===== src/rtl/csr_uart_rx.sv =====
// csr_uart_rx: 8N1 UART receiver with CSR-style valid/ack handshake and sticky error flags
module csr_uart_rx #(
  parameter int CLK_HZ = 100000000,
  parameter int BAUD   = 115200
) (
  input  logic       clk,
  input  logic       srst,
  input  logic       uart_rxd,
  input  logic       rx_ack,
  output logic [7:0] rx_data,
  output logic       rx_valid,
  output logic       rx_overrun,
  output logic       frame_err,
  output logic       busy
);
  localparam int DIV = CLK_HZ / BAUD;
  localparam int TW = $clog2(DIV);
  localparam logic [TW-1:0] FULL = TW'(DIV - 1);
  localparam logic [TW-1:0] HALF = TW'(DIV / 2 - 1);
  if (DIV < 4) begin : g_div_chk
    $error("csr_uart_rx: CLK_HZ/BAUD must be at least 4");
  end
  typedef enum logic [2:0] {IDLE, START, DATA, STOP, WAIT_IDLE} state_t;
  state_t state, state_n;
  logic sync1, rxs, tz, done, ferr_set;
  logic [TW-1:0] timer, timer_n;
  logic [2:0] idx, idx_n;
  logic [7:0] sh, sh_n;
  assign tz = timer == '0;
  assign busy = state != IDLE;
  always_ff @(posedge clk)
    if (srst) begin
      sync1 <= 1'b1;
      rxs   <= 1'b1;
      state <= IDLE;
      timer <= '0;
      idx   <= '0;
      sh    <= '0;
    end else begin
      sync1 <= uart_rxd;
      rxs   <= sync1;
      state <= state_n;
      timer <= timer_n;
      idx   <= idx_n;
      sh    <= sh_n;
    end
  always_comb begin
    state_n  = state;
    timer_n  = tz ? timer : timer - TW'(1);
    idx_n    = idx;
    sh_n     = sh;
    done     = 1'b0;
    ferr_set = 1'b0;
    case (state)
      IDLE: if (!rxs) begin
        state_n = START;
        timer_n = HALF;
      end
      START: if (tz) begin
        state_n = rxs ? IDLE : DATA;
        timer_n = FULL;
        idx_n   = '0;
      end
      DATA: if (tz) begin
        sh_n[idx] = rxs;
        timer_n   = FULL;
        idx_n     = idx + 3'd1;
        state_n   = idx == 3'd7 ? STOP : DATA;
      end
      STOP: if (tz) begin
        done     = rxs;
        ferr_set = !rxs;
        state_n  = rxs ? IDLE : WAIT_IDLE;
      end
      WAIT_IDLE: state_n = rxs ? IDLE : WAIT_IDLE;
      default: state_n = IDLE;
    endcase
  end
  // an ack clears the sticky flags, but a same-cycle new event sets them again
  always_ff @(posedge clk)
    if (srst) begin
      rx_data    <= '0;
      rx_valid   <= 1'b0;
      rx_overrun <= 1'b0;
      frame_err  <= 1'b0;
    end else begin
      if (done && (!rx_valid || rx_ack)) rx_data <= sh;
      rx_valid   <= done || (rx_valid && !rx_ack);
      rx_overrun <= (done && rx_valid && !rx_ack) || (rx_overrun && !rx_ack);
      frame_err  <= ferr_set || (frame_err && !rx_ack);
    end
endmodule


===== config.mk =====
export PLATFORM = sky130hd
export DESIGN_NAME = csr_uart_rx
export DESIGN_NICKNAME = d
export VERILOG_FILES = /design/src/rtl/csr_uart_rx.sv
export SDC_FILE = /design/constraint.sdc
export NUM_CORES = 1
export LEC_CHECK = 0
export ABC_AREA = 0
export ABC_CLOCK_PERIOD_IN_PS = 3560
export CORE_MARGIN = 3
export CORE_UTILIZATION = 61
export DETAILED_ROUTE_END_ITERATION = 10
export PLACE_DENSITY = 0.95
export SYNTH_ARGS = -nofsm -noshare
export SYNTH_HDL_FRONTEND = slang
export SYNTH_SLANG_ARGS = --single-unit

===== constraint.sdc =====
create_clock -name clk -period 3.56 [get_ports clk]
set_clock_uncertainty 0.2 [all_clocks]
set_input_delay 0.534 -clock clk [delete_from_list [all_inputs] [get_ports clk]]
set_output_delay 0.534 -clock clk [all_outputs]
set_load 0.02 [all_outputs]

==> flow_metrics.tcl <==
set metrics [dict create \
    layout-drive-gt1-share 0.0925 \
    hold_slack_ns 0.227 \
    core_sq_um 2810 \
    synth_area_per_cell_sq_um 8.40 \
    power.leakage_nw 0.681 \
    htreeDepth 2 \
    grt_first_pass_wirelength_microns 6880 \
    min_period_ns 2.51 \
    finalHoldViolCount 0 \
    synth_cell_types 48 \
    setup_viol 0 \
    die_area_sq_um 3710 \
    syn_inst 219 \
    ys.flop_type "dfxtp_1" \
    drc 0 \
    num-fill-cells 205 \
    synth_top_cell_by_area "dfxtp_1" \
    die_w_microns 60.9 \
    n_antenna_cell 0 \
    initial_utilization 0.656 \
    die_h_microns 60.9 \
    routed_wl_microns 4170 \
    final_cell_mix "37 x dfxtp_1, 28 x a21oi_1, 16 x nor2_1" \
    cap_violations 0 \
    post_cts_resize_count 0 \
    cts_hold_buffers 0 \
    clkTransAtPathRegs_ns 0.10 \
    synth_warnings 0 \
    io_pins 16 \
    syn_nets 228 \
    required_ns 2.83 \
    numCtsBuffers 5 \
    cts.sink_count 37 \
    gp_congestion 0.918 \
    syn-cell-area_sq_um 1840 \
    dr.pass1.iters 4 \
    final_max_slew_viol_count 0 \
    mostFrequentLayoutCell "dfxtp_1" \
    postRouteAntennaNets 0 \
    drtIter0Drc 95 \
    async_flop_share 0 \
    vias 1710 \
    grt-ovfl-total 0 \
    final_min_period_over_clock_period 0.704 \
    insertion_delay_ns 0.35 \
    cts_tree "done" \
    place_hpwl_microns 2810 \
    antenna_found_initial 0 \
    status "completed" \
    fmax_mhz 399 \
    grt_max_degree 23 \
    multi_input_area_sq_um 1000 \
    worstMarginPinSlew_ns 0.867 \
    min-delay-path-class "reg -> reg" \
    cts_buffer_depth 2 \
    tns_ns 0 \
    rows 19 \
    avgViaCountPerCell 6.63 \
    post_cts_buffers 0 \
    peakVddDrop_mv 0.516 \
    grt_usage 0.253 \
    ff_latch_area_sq_um 741 \
    clockRootBuffer "clkbuf_4" \
    power.density_nw_per_um2 687 \
    grt_pass1_vias 1501 \
    ys_ff_latch 37 \
    synth_top_area_frac 0.402 \
    port_buffers 15 \
    wire_per_inst_microns 16.2 \
    syn2layout_area_growth_pct 10.9 \
    path_class "reg -> out" \
    crit_path_start_kind "register" \
    fin_util 0.727 \
    relSlewSlack 0.417 \
    critPathCaptureType "output port" \
    synthTopCellsByArea "dfxtp_1 40%, a21oi_1 7.6%, nand3_1 4.1%, ha_1 3.4%, o21ai_0 3.3%" \
    crit_fanout 17 \
    nNetsFinal 236 \
    synth_seq_area_share 0.402 \
    grt_setup_unrepaired "no" \
    arrival_ns 1.77 \
    synth_edf_count 0 \
]
-- layout make-up --
| cell class | count | area share |
|---|---|---|
| Multi-Input combinational cell | 160 | 0.490 |
| Sequential cell | 37 | 0.363 |
| Timing Repair Buffer | 17 | 0.0809 |
| Tap cell | 31 | 0.0190 |
| Clock buffer | 5 | 0.0184 |
| Clock inverter | 2 | 0.0172 |
| Inverter | 6 | 0.0110 |
-- state kept, by name (all words and copies together), names as in the netlist, 3 cells and up --
signal,count
idx,3
state,3
timer,10
rx_data,8
sh,8
-- critical path: stages, from the launching register on --
cell	delay (ns)
dfxtp_1	0.47
or3_1	0.42
clkdlybuf4s50_1	0.54
-- stage by stage --
step	worst slack [ns]	total power, mW	cells	area (sq um)
2_1_floorplan	1.30	1.02	219	1840
5_1_grt	0.902	1.49	258	2040
4_1_cts	1.04	1.40	258	2040
3_5_place_dp	1.08	1.11	251	1970
3_3_place_gp	1.18	1.09	251	1970
6_report	1.05	1.40	258	2040
-- routing by layer --
layer | track usage | vias to the layer above | wire length, microns
met5 | 0 | - | 0
met4 | 0.124 | 0 | 99
met1 | 0.318 | 810 | 1770
li1 | - | 828 | -
met2 | 0.402 | 61 | 2080
met3 | 0.0660 | 11 | 216
-- path summary, 6_finish.rpt --
check / from / endpoint / cells after the start / slack, ns
worst max register to register: timer[0] / timer[0] / 10 / 1.06
worst max-delay path: state[2] / busy / 2 / 1.05
worst min-delay path: sync1 / rxs / 1 / 0.23
worst min register to register: sync1 / rxs / 1 / 0.23
-- report_power, final --
part	total [mW]	internal, mW	leakage, nW	switching [mW]
Clock	0.276	0.143	0.0410	0.133
Sequential	0.566	0.472	0.301	0.0935
Combinational	0.560	0.233	0.339	0.327
Total	1.40	0.848	0.681	0.554
-- cells in the mapped netlist, types with 3 or more instances --
cell type and count:
nor2b_1 3, nor4_1 4, clkbuf_1 11, o21ai_1 8, nand3_1 15, nand2_1 4
nand4_1 6, inv_1 5, nand2b_1 5, o21ai_0 12, or2_2 4, xnor2_1 3
nor3_1 9, nor2_1 16, dfxtp_1 37, a21oi_1 28, ha_1 5, or4_1 3
o31ai_1 3
-- kinds of logic after synthesis --
kind of cell / count (synthesis) / share of synthesized area
xor+xnor: 3 / 0.0143
fa+ha+maj: 5 / 0.0340
simple gates: 85 / 0.280
mux: 1 / 0.00544
compound gates: 66 / 0.210
flops: 37 / 0.402
buf+inv: 22 / 0.0537
No activity file was read; power rests on OpenSTA's default activity.
